[config.mk]
export PLATFORM = sky130hd
export DESIGN_NAME = uart_rx_fsm
export DESIGN_NICKNAME = d
export VERILOG_FILES = /design/src/rtl/uart_rx_fsm.sv
export SDC_FILE = /design/constraint.sdc
export NUM_CORES = 1
export LEC_CHECK = 0
export ABC_AREA = 1
export BUFFER_PORTS_ARGS = -buffer_cell sky130_fd_sc_hd__buf_2
export CORE_MARGIN = 4
export CORE_UTILIZATION = 48
export DETAILED_ROUTE_END_ITERATION = 16
export PLACE_DENSITY = 0.79
export REMOVE_ABC_BUFFERS = 1
export SETUP_SLACK_MARGIN = 0.3
export SYNTH_ARGS = -nofsm -noshare
export SYNTH_HDL_FRONTEND = slang
export SYNTH_SLANG_ARGS = --single-unit
[constraint.sdc]
create_clock -name CLK -period 1.7 [get_ports CLK]
set_input_delay 0.085 -clock CLK [delete_from_list [all_inputs] [get_ports CLK]]
set_output_delay 0.085 -clock CLK [all_outputs]
set_load 0.005 [all_outputs]
[src/rtl/uart_rx_fsm.sv]
// UART receiver control FSM: walks one frame through start/data/parity/stop,
// drives the datapath strobes and reports data_valid plus per-frame errors.
module uart_rx_fsm #(
    parameter int unsigned PRESCALE_W = 6,
    parameter int unsigned BIT_CNT_W  = 4
) (
    input  logic                  CLK,
    input  logic                  RST,
    input  logic                  RX_IN,
    input  logic                  par_en,
    input  logic [PRESCALE_W-1:0] prescale,
    input  logic [BIT_CNT_W-1:0]  bit_cnt,
    input  logic [PRESCALE_W-1:0] edge_cnt,
    input  logic                  strt_glitch,
    input  logic                  par_err_in,
    input  logic                  stp_err_in,
    output logic                  enable,
    output logic                  dat_samp_en,
    output logic                  strt_chk_en,
    output logic                  deser_en,
    output logic                  par_chk_en,
    output logic                  stp_chk_en,
    output logic                  data_valid,
    output logic                  par_err,
    output logic                  stp_err,
    output logic                  busy
);
    localparam int unsigned LAST_DATA_BIT = 8;

    typedef enum logic [2:0] {
        IDLE   = 3'd0,
        START  = 3'd1,
        DATA   = 3'd2,
        PARITY = 3'd3,
        STOP   = 3'd4,
        DONE   = 3'd5
    } state_t;

    state_t                r_state;
    state_t                w_next;
    logic                  r_par_en_q;
    logic                  r_glitch;
    logic                  r_par_err;
    logic                  r_stp_err;
    logic [PRESCALE_W-1:0] w_cp_cnt;
    logic                  w_cp;
    logic                  w_eob;
    logic                  w_frame_start;

    // Check point sits just past mid-bit where the majority sample is stable
    assign w_cp_cnt      = (prescale >> 1) + PRESCALE_W'(1);
    assign w_cp          = (edge_cnt == w_cp_cnt);
    assign w_eob         = (edge_cnt == (prescale - PRESCALE_W'(1)));
    assign w_frame_start = ((r_state == IDLE) || (r_state == DONE)) && !RX_IN;

    assign busy    = (r_state != IDLE);
    assign par_err = r_par_err;
    assign stp_err = r_stp_err;

    // State register
    always_ff @(posedge CLK) begin
        if (!RST) begin
            r_state <= IDLE;
        end else begin
            r_state <= w_next;
        end
    end

    // Per-frame captures: cleared when a new frame starts, loaded at check points
    always_ff @(posedge CLK) begin
        if (!RST) begin
            r_par_en_q <= 1'b0;
            r_glitch   <= 1'b0;
            r_par_err  <= 1'b0;
            r_stp_err  <= 1'b0;
        end else if (w_frame_start) begin
            r_par_en_q <= par_en;
            r_glitch   <= 1'b0;
            r_par_err  <= 1'b0;
            r_stp_err  <= 1'b0;
        end else if (w_cp) begin
            case (r_state)
                START:   r_glitch  <= strt_glitch;
                PARITY:  r_par_err <= par_err_in;
                STOP:    r_stp_err <= stp_err_in;
                default: ;
            endcase
        end
    end

    // Next state and Moore-decoded strobes
    always_comb begin
        w_next      = r_state;
        enable      = 1'b0;
        dat_samp_en = 1'b0;
        strt_chk_en = 1'b0;
        deser_en    = 1'b0;
        par_chk_en  = 1'b0;
        stp_chk_en  = 1'b0;
        data_valid  = 1'b0;
        case (r_state)
            IDLE: begin
                if (!RX_IN) w_next = START;
            end
            START: begin
                enable      = 1'b1;
                dat_samp_en = 1'b1;
                strt_chk_en = w_cp;
                if (w_eob) w_next = r_glitch ? IDLE : DATA;
            end
            DATA: begin
                enable      = 1'b1;
                dat_samp_en = 1'b1;
                deser_en    = w_cp;
                if (w_eob && (bit_cnt == BIT_CNT_W'(LAST_DATA_BIT))) begin
                    w_next = r_par_en_q ? PARITY : STOP;
                end
            end
            PARITY: begin
                enable      = 1'b1;
                dat_samp_en = 1'b1;
                par_chk_en  = w_cp;
                if (w_eob) w_next = STOP;
            end
            STOP: begin
                enable      = 1'b1;
                dat_samp_en = 1'b1;
                stp_chk_en  = w_cp;
                if (w_eob) w_next = DONE;
            end
            DONE: begin
                data_valid = ~r_par_err & ~r_stp_err;
                w_next     = RX_IN ? IDLE : START;
            end
            default: w_next = IDLE;
        endcase
    end
endmodule
==> metrics.cfg, run 1 <==
[setup_path]
cp.buffers_inverters=3
reg_to_reg_start=r_state[0]$_SDFFE_PN0P_
critical-path-top-cell-by-count=nor2_2
worstPathRequired_ps=1620
timing_worst_setup_path_type=in2out
worst-path-max-fanout=3
critical_path_cell_by_cell=buf_8, inv_6, ha_4, xor2_1, a21oi_1, nand3_1, nor2_2, nand2_2, nor2_2, buf_2
setup.worst_path.start_class=primary input
setup.worst_path.end_class=output pin
timing.reg2reg.setup_slack_ps=380
critical_path.max_stage_delay_ps=190
critical-path-top-delay-family=simple AND/OR/NAND/NOR gates
rr_worst_depth=7
rr_endpoint=r_state[1]$_SDFFE_PN0P_
timing.critical_path.slowest_stage_cell=ha_4
worst-endpoint-arrival_ps=1300

[synthesis]
postSynthRegisterBits=7
synthFlopType=dfxtp_1
asyncSetResetFlopFracSynth=0
library_cells_used_by_synthesis=24
postSynthCellCount=160
synthesis.area_um2=862
yosys_warnings=0
synth_edf_count=0
fraction_of_the_yosys_area_taken_by_sequential_cells=0.163
avgSynthCellArea_um2=5.39

[global_route]
antenna_found_initial=0
grt_pass1_wl_mm=3.88
via_count_of_the_first_global_routing_pass=956
grt_remaining_overflow=0
largest_net_degree_at_the_start_of_global_routing=9
track_usage=0.195

[hold_path]
timing.hold.worst_path_depth=3
min_to=par_err$_SDFFE_PP0P_
hold_start=par_err_in
hold_class=in2reg

[cts]
clock-root-buffer=clkbuf_4
cts_inserted_buffers=3
clk_transition_reported_paths_ps=60
clock_sink_count=7
worstSkewPairLatency_ps=260
cts_tree=yes
cts_max_path_buffers=2
cts.hold.buffers_added=0
clock_tree.htree_level_count=1

[timing]
slew_violations=0
clock.fmax_mhz=721
finalSetupViolCount=0
setup_total_negative_slack_ps=0
timing.max_slew.rel_slack=0.813
slew_of_the_pin_with_the_lowest_slew_margin_ps=279
rsz0062_at_grt=yes
timing.final.hold_violations=0
period_share=0.815
period_minus_slack_ps=1390
finalClockSkew_ps=2.17

[detailed_routing]
initialDrtViolationCount=37
postRouteWirelength_mm=2.63
wl_per_cell_um=11.7
drcViolationCount=0
route.vias.total=1099
detail_route.first_pass.iterations=4
route.detailed.vias_per_inst=4.88
drt.antenna.violating_nets=0

[status]
outcome=complete, no violations

[layout]
area.growth.synth_to_final_pct=39.6
final_core_utilization=0.705
antennaDiodeCount=0
num-nets-final=227
drive_gt1_frac=0.335

[die]
floorplan.initialDensity=0.505
core_area_mm2=0.00171
die_height_um=50.4
num_io_pins=33
rows=15
die_x_um=50.4
die_area_mm2=0.00254

[power]
ir_worst_vdd_uv=681
pwr_density_cell_mw_per_mm2=832
power_uw=1000
leakagePower_uw=0.000674

[placement]
place.gp.congestion=0.821
dp.final_hpwl_mm=1.85
io_buffers=32

[job]
drv_cap=0

==> cell families (layout without fill, tap and decap cells) <==
group,Yosys count,count (layout),share of synthesized area
adders and majority gates,3,3,0.0435
DFF,7,7,0.163
buffers and inverters,37,77,0.177
and+or+nand+nor,96,96,0.488
AOI/OAI and AO/OA,13,13,0.0885
xor gates and xnor gates,4,4,0.0406
==> repair_timing <==
action / CTS / global route
endpoints found under the hold margin: 0 / 0
resized for setup: 10 / 19
buffers inserted: 3 / 3
endpoints found under the setup margin: 4 / 13
pin swaps: 5 / 7
==> sequential cells by signal (all words and copies together) (netlist names) <==
name,count
r_state,3
par_err,1
r_glitch,1
r_par_en_q,1
stp_err,1
==> worst register-to-register path, cell delays in order (launching register included) <==
cell,delay (ps)
dfxtp_2,380
nor2_2,70
nand2_1,160
nand3_1,190
nand2_2,150
nand3_4,90
nor2_1,120
nor2_1,60
==> cell usage after synthesis (2+ instances only) <==
library cell	count	area, µm²
nor2_1	25	93.8
nand3_1	11	55.1
inv_1	34	128
nand3_2	2	20.0
nor3_1	2	10.0
a21oi_1	5	25.0
dfxtp_1	7	140
o21ai_0	4	20.0
xor2_1	3	26.3
nand2_2	3	18.8
o211ai_1	2	15.0
nand2_1	46	173
ha_1	3	37.5
nor2_2	3	18.8
==> layout make-up <==
cell class              instances  area [µm²]
clock buffers                   4        26.3
fillers                       146         504
inverters                      35         144
multi-input cells             116         628
flip-flops and latches          7         144
well taps                      25        31.3
repair buffers                 38         230
==> metal layers <==
layer	vias to the layer above	GRT usage	share of wire
met5	-	0	0
met4	0	0.0404	0.0088
met3	4	0.0564	0.055
met2	36	0.341	0.51
met1	498	0.234	0.43
li1	561	-	-
==> report_power, final <==
group	internal [µW]	switching [µW]	total (µW)
Clock	90.3	72.4	163
Sequential	202	39.6	241
Combinational	232	366	598
==> through the flow <==
step	setup slack [ps]	hold WS, ps	std cells	instance area [µm²]
final	314	55.5	225	1200
after global routing	211	72.2	225	1200
after CTS	264	55.9	222	1120
after detailed placement	84.4	323	215	1030
after global placement	182	308	215	1030
after floorplan	385	205	158	843
==> cell usage in the layout (no fill, tap or decap), types with 4 or more instances in the layout <==
master,instances
nor2_2,7
buf_2,30
nand2_1,45
nand3_1,11
buf_4,6
nand2_2,4
dfxtp_1,4
nor2_1,20
a21oi_1,4
inv_1,32
==> worst max-delay path by stage <==
| stage | depth (start not counted) | from | to |
|---|---|---|---|
| 3_3_place_gp | 10 | prescale[1] | r_glitch$_SDFFE_PP0P_ |
| 5_1_grt | 10 | prescale[1] | stp_chk_en |
| 2_1_floorplan | 11 | prescale[1] | stp_err$_SDFFE_PP0P_ |
| 3_5_place_dp | 12 | prescale[1] | stp_err$_SDFFE_PP0P_ |
| 4_1_cts | 10 | prescale[2] | stp_chk_en |
| 6_report | 10 | prescale[2] | stp_chk_en |
(Power assumes the default switching activity.)
==> run 2: changes to the inputs <==
Settings changed: CORE_UTILIZATION 48 to 43, PLACE_DENSITY 0.79 to 0.74.
Clock period 1.7 ns to 1.18 ns, I/O delays scaled along.
==> run 2 against run 1 <==
Compared with the run above:
- the flow now finishes with violations (negative hold slack, negative setup slack)
- critical endpoint is now data_valid
- worst hold slack worse by 62 ps
- via count up 13%
- critical path depth down 3
- sequential share of layout area down 2.0 points
- highest routed layer unchanged
- worst setup slack worse by 540 ps
- final cell count up 8.4%
- cell area up 22%
- global-route usage up 4.9 points
- largest power group unchanged
- clock power up 52%
- power up 110%
- core utilization up 10 points
- clock-buffer cell count unchanged
==> metrics.cfg, run 2 (synthesized netlist as in run 1, its figures left out) <==
[status]
outcome=finished, violations left
violations=negative hold slack, negative setup slack

[global_route]
grt_remaining_overflow=0  ; unchanged
grt_pass1_wl_mm=5.00  ; +29%
via_count_of_the_first_global_routing_pass=1145  ; +20%
largest_net_degree_at_the_start_of_global_routing=9  ; unchanged
track_usage=0.244  ; +0.0490
antenna_found_initial=0  ; unchanged

[timing]
finalSetupViolCount=15  ; +15
slew_of_the_pin_with_the_lowest_slew_margin_ps=241  ; -38.2 ps
finalClockSkew_ps=5.70  ; +3.53 ps
period_minus_slack_ps=1400
period_share=1.19
hold_ws_ps=-6.46  ; -62.0 ps
timing.final.hold_violations=1  ; +1
rsz0062_at_grt=yes
timing.max_slew.rel_slack=0.838  ; +0.0255
setup_slack_ps=-222  ; -536 ps
slew_violations=0  ; unchanged
clock.fmax_mhz=713
setup_total_negative_slack_ps=-2170  ; -2170 ps

[setup_path]
worst-endpoint-arrival_ps=1340  ; +40 ps
timing.reg2reg.setup_slack_ps=-160  ; -540 ps
setup.worst_path.end_class=output pin
worst-path-max-fanout=3  ; unchanged
critical_path.max_stage_delay_ps=330  ; +140 ps
critical-path-top-delay-family=buffers and inverters
worstPathRequired_ps=1120  ; -500 ps
setup.worst_path.start_class=register
timing_worst_setup_path_type=reg2out
reg_to_reg_start=r_state[2]$_SDFFE_PN0P_
critical_path_cell_by_cell=inv_2, nand2_1, nor2_1, inv_1, buf_4, nor3_2, buf_2
timing.critical_path.slowest_stage_cell=dfxtp_2
rr_worst_depth=9  ; +2
cp.buffers_inverters=4  ; +1
rr_endpoint=r_state[1]$_SDFFE_PN0P_

[placement]
post_dp_cell_area_mm2=0.00116  ; +12%
place.gp.congestion=0.799  ; -2.7%
io_buffers=32  ; unchanged
dp.final_hpwl_mm=2.09  ; +13%

[layout]
layout_commonest_cell=nand2_1
antennaDiodeCount=0  ; unchanged
postLayoutCellArea_mm2=0.00147  ; +22%
final_core_utilization=0.805  ; +0.100
largest_register_ff_count=3  ; unchanged
drive_gt1_frac=0.489  ; +0.154
area.growth.synth_to_final_pct=70.0
most_flops_register=r_state
commonest_cells_after_routing_fill_and_taps_aside=nand2_1 (42), buf_2 (27), inv_1 (26)
num-nets-final=246  ; +8.4%

[detailed_routing]
detail_route.first_pass.iterations=4  ; unchanged
route.vias.total=1245  ; +13%
wl_per_cell_um=15.0  ; +29%
route.detailed.vias_per_inst=5.10  ; +4.5%
drcViolationCount=0  ; unchanged
initialDrtViolationCount=37  ; unchanged
drt.antenna.violating_nets=0  ; unchanged
postRouteWirelength_mm=3.67  ; +40%

[hold_path]
timing.hold.worst_path_depth=3  ; unchanged
min_to=par_err$_SDFFE_PP0P_
hold_start=par_err_in
hold_class=in2reg

[power]
power_uw=2070  ; +110%
leakagePower_uw=0.000792  ; +18%
ir_worst_vdd_uv=1180  ; +73%
pwr_density_cell_mw_per_mm2=1410  ; +70%

[die]
die_height_um=52.8  ; +4.8%
rows=15  ; unchanged
num_io_pins=33  ; unchanged
floorplan.initialDensity=0.474  ; -0.0312
die_area_mm2=0.00279  ; +9.7%
core_area_mm2=0.00182  ; +6.6%
die_x_um=52.8  ; +4.8%

[cts]
worstSkewPairLatency_ps=280  ; +20 ps
clock_sink_count=7  ; unchanged
cts_max_path_buffers=2  ; unchanged
clock_tree.htree_level_count=1  ; unchanged
cts_tree=yes
cts_inserted_buffers=3  ; unchanged
clk_transition_reported_paths_ps=60  ; about the same
clock-root-buffer=clkbuf_4

[job]
drv_cap=0  ; unchanged

run 2: cell types whose count changed in the layout (fill, tap and decap cells not counted), sizes merged:
cell  previous run  this run
buf             38        57
run 2: tightest hold or removal path, delay by kind of cell:
family | cells | cell delay (ps)
buffers and inverters | 1 | 80
AND/OR/NAND/NOR | 2 | 90
run 2: worst max path at each step:
stage	to	start	cells after the start	slack (ps)
detailed placement	r_glitch$_SDFFE_PP0P_	prescale[1]	10	-350
global route	data_valid	r_state[1]$_SDFFE_PN0P_	7	-290
floorplan	stp_err$_SDFFE_PP0P_	prescale[1]	11	-110
CTS	deser_en	r_state[1]$_SDFFE_PN0P_	8	-200
global placement	r_glitch$_SDFFE_PP0P_	prescale[1]	10	-310
finish	data_valid	r_state[1]$_SDFFE_PN0P_	7	-220
run 2: routing by layer:
layer | global-route usage | up-vias | routed length (µm)
li1 | - | 600 | -
met1 | 0.277 | 587 | 1420
met2 | 0.415 | 47 | 1930
met3 | 0.0883 | 11 | 223
met4 | 0.0809 | 0 | 97
met5 | 0 | - | 0
run 2: layout make-up:
class	count	area, µm²
timing repair buffer	57	402
sequential	7	146
clock buffer	4	26.3
tap	25	31.3
inverter	35	144
fill	138	355
multi-input combinational	116	716
run 2: stage by stage:
stage / setup slack [ps] / cells
floorplan: -109 / 158
global placement: -311 / 232
detailed placement: -348 / 232
CTS: -205 / 243
global route: -291 / 244
finish: -222 / 244
run 2: what timing repair did:
item,CTS,global route
hold buffers,0,0
buffers inserted,7,1
pin swaps,14,10
endpoints found under the setup margin,15,15
gates resized for setup,31,33
run 2: power by group:
group          total [µW]  leakage (µW)  internal, µW  switching, µW
sequential            353     0.0000585           295           57.2
clock                 248     0.0000150           131            117
combinational        1470      0.000719           701            767
==> run 3: changes to the inputs <==
Settings changed: CORE_UTILIZATION 43 to 41, PLACE_DENSITY 0.74 to 0.71.
==> run 3 against run 2 <==
Compared with the run above:
- the run still ends with negative hold slack, negative setup slack left
- cell area is 4.8% higher
- sequential cell count is the same
- core utilization down 3.0 points
- sequential share of layout area down 0.29 points
- power is 4.7% higher
- global-route usage shrank 4.1 points
- critical path type unchanged
- critical endpoint is now dat_samp_en
==> metrics.cfg, run 3 (synthesized netlist as in run 1, its figures left out) <==
[cts]
clock_sink_count=7  ; unchanged
cts_tree=yes
clock-root-buffer=clkbuf_4
clk_transition_reported_paths_ps=60  ; about the same
cts_max_path_buffers=2  ; unchanged
cts.hold.buffers_added=0  ; unchanged
worstSkewPairLatency_ps=270  ; about the same
cts_inserted_buffers=3  ; unchanged
clock_tree.htree_level_count=1  ; unchanged

[placement]
io_buffers=32  ; unchanged
dp.final_hpwl_mm=2.05  ; -1.9%
place.gp.congestion=0.862  ; +8.0%

[die]
die_x_um=53.9  ; +2.0%
num_io_pins=33  ; unchanged
core_area_mm2=0.00198  ; +8.9%
die_area_mm2=0.00290  ; +4.1%
floorplan.initialDensity=0.435  ; -0.0386
rows=16  ; +1
die_height_um=53.9  ; +2.0%

[layout]
final_core_utilization=0.775  ; -0.0302
commonest_cells_after_routing_fill_and_taps_aside=nand2_1 (41), buf_2 (26), inv_1 (23)
antennaDiodeCount=0  ; unchanged
num-nets-final=247  ; +0.41%
layout_commonest_cell=nand2_1
area.growth.synth_to_final_pct=78.1
most_flops_register=r_state
largest_register_ff_count=3  ; unchanged
drive_gt1_frac=0.505  ; +0.0160
n_fill_cell=134  ; -2.9%

[setup_path]
worst-path-max-fanout=5  ; +2
cp.buffers_inverters=5  ; +1
timing.critical_path.slowest_stage_cell=dfxtp_4
reg_to_reg_start=r_state[2]$_SDFFE_PN0P_
timing_worst_setup_path_type=reg2out
rr_worst_depth=8  ; -1
critical-path-top-delay-family=buffers and inverters
worstPathRequired_ps=1120  ; about the same
critical-path-top-cell-by-count=buf_6
setup.worst_path.start_class=register
timing.reg2reg.setup_slack_ps=-160  ; about the same
rr_endpoint=r_state[2]$_SDFFE_PN0P_
setup.worst_path.end_class=output pin
critical_path_cell_by_cell=nor2_2, inv_2, buf_6, buf_4, nand3_4, buf_6, buf_6
critical_path.max_stage_delay_ps=410  ; +80 ps
worst-endpoint-arrival_ps=1370  ; +30 ps

[power]
ir_worst_vdd_uv=1230  ; +4.3%
leakagePower_uw=0.000813  ; +2.7%
pwr_density_cell_mw_per_mm2=1410  ; about the same

[status]
outcome=finished, violations left
violations=negative hold slack, negative setup slack

[timing]
timing.max_slew.rel_slack=0.813  ; -0.0251
setup_slack_ps=-250  ; -27.8 ps
timing.final.hold_violations=1  ; unchanged
finalClockSkew_ps=2.79  ; -2.91 ps
clock.fmax_mhz=699  ; -1.9%
hold_ws_ps=-2.38  ; +4.07 ps
finalSetupViolCount=13  ; -2
rsz0062_at_grt=yes
period_minus_slack_ps=1430  ; +27.8 ps
slew_violations=0  ; unchanged
period_share=1.21  ; +0.0236
slew_of_the_pin_with_the_lowest_slew_margin_ps=278  ; +37.5 ps

[global_route]
grt_remaining_overflow=0  ; unchanged
global_route.usage.met1=0.234  ; -0.0429
gr-usage-met3=0.0471  ; -0.0412
use_met2=0.373  ; -0.0423
gr-max-usage-layer=met2
antenna_found_initial=0  ; unchanged
via_count_of_the_first_global_routing_pass=1105  ; -3.5%
track_usage=0.203  ; -0.0408
largest_net_degree_at_the_start_of_global_routing=9  ; unchanged
grt_pass1_wl_mm=4.37  ; -13%

[detailed_routing]
route.vias.total=1253  ; +0.64%
route.detailed.vias_per_inst=5.07  ; -0.58%
drt.antenna.violating_nets=0  ; unchanged
detail_route.first_pass.iterations=4  ; unchanged
postRouteWirelength_mm=3.29  ; -10%
initialDrtViolationCount=44  ; +19%
wl_per_cell_um=13.3  ; -11%
drcViolationCount=0  ; unchanged

[job]
drv_cap=0  ; unchanged

[hold_path]
timing.hold.worst_path_depth=3  ; unchanged
hold_class=in2reg
min_to=par_err$_SDFFE_PP0P_
hold_start=par_err_in

==> run 3: cell count changes in the layout (fill, tap and decap cells not counted), sizes merged <==
cell | before | now
buf | 57 | 58
==> run 3: worst register-to-register path, stage by stage, from the launching register on <==
cell and delay (ps):
dfxtp_4 380, nor2_2 120, inv_2 60, nor2_4 110
inv_2 50, buf_6 100, o211ai_1 160, nand4_1 120
a21oi_1 150
==> run 3: power breakdown <==
part / internal (µW) / leakage (µW) / switching [µW] / total, µW
registers: 299 / 0.0000588 / 70.2 / 369
logic: 772 / 0.000740 / 783 / 1560
clock network: 131 / 0.0000150 / 112 / 242
==> run 3: how the worst max path moves through the flow <==
stage / start / to / slack (ps) / depth (start not counted)
after floorplan: prescale[1] / stp_err$_SDFFE_PP0P_ / -110 / 11
after global placement: prescale[1] / r_glitch$_SDFFE_PP0P_ / -290 / 10
after detailed placement: prescale[1] / stp_err$_SDFFE_PP0P_ / -340 / 12
after CTS: prescale[2] / deser_en / -170 / 10
after global routing: r_state[1]$_SDFFE_PN0P_ / par_chk_en / -310 / 8
final: r_state[2]$_SDFFE_PN0P_ / dat_samp_en / -250 / 7
==> run 3: final cells by class <==
cell class	count	area, µm²	area share
Timing Repair Buffer	58	432	0.281
Inverter	35	146	0.0954
Tap cell	27	33.8	0.0220
Clock buffer	4	26.3	0.0171
Multi-Input combinational cell	116	748	0.487
Sequential cell	7	149	0.0970
==> run 3: through the flow <==
| stage | setup WS [ps] | std cells | TNS (ps) | instance area [µm²] | power [µW] |
|---|---|---|---|---|---|
| 3_5_place_dp | -338 | 231 | -2830 | 1140 | 1240 |
| 6_report | -250 | 247 | -2080 | 1540 | 2170 |
| 3_3_place_gp | -295 | 231 | -2490 | 1140 | 1220 |
| 5_1_grt | -314 | 247 | -3120 | 1540 | 2300 |
| 2_1_floorplan | -109 | 158 | -323 | 843 | 810 |
| 4_1_cts | -167 | 241 | -1200 | 1360 | 1660 |
==> run 3: per-layer routing <==
layer,share of wire,routed length [µm]
met5,0,0
met4,0.036,119
met3,0.070,231
met2,0.51,1670
met1,0.39,1270
==> run 3: what timing repair did <==
item,4_1_cts,5_1_grt
setup endpoints to repair,15,15
pin swaps,17,18
setup buffers,6,6
resized for setup,40,40
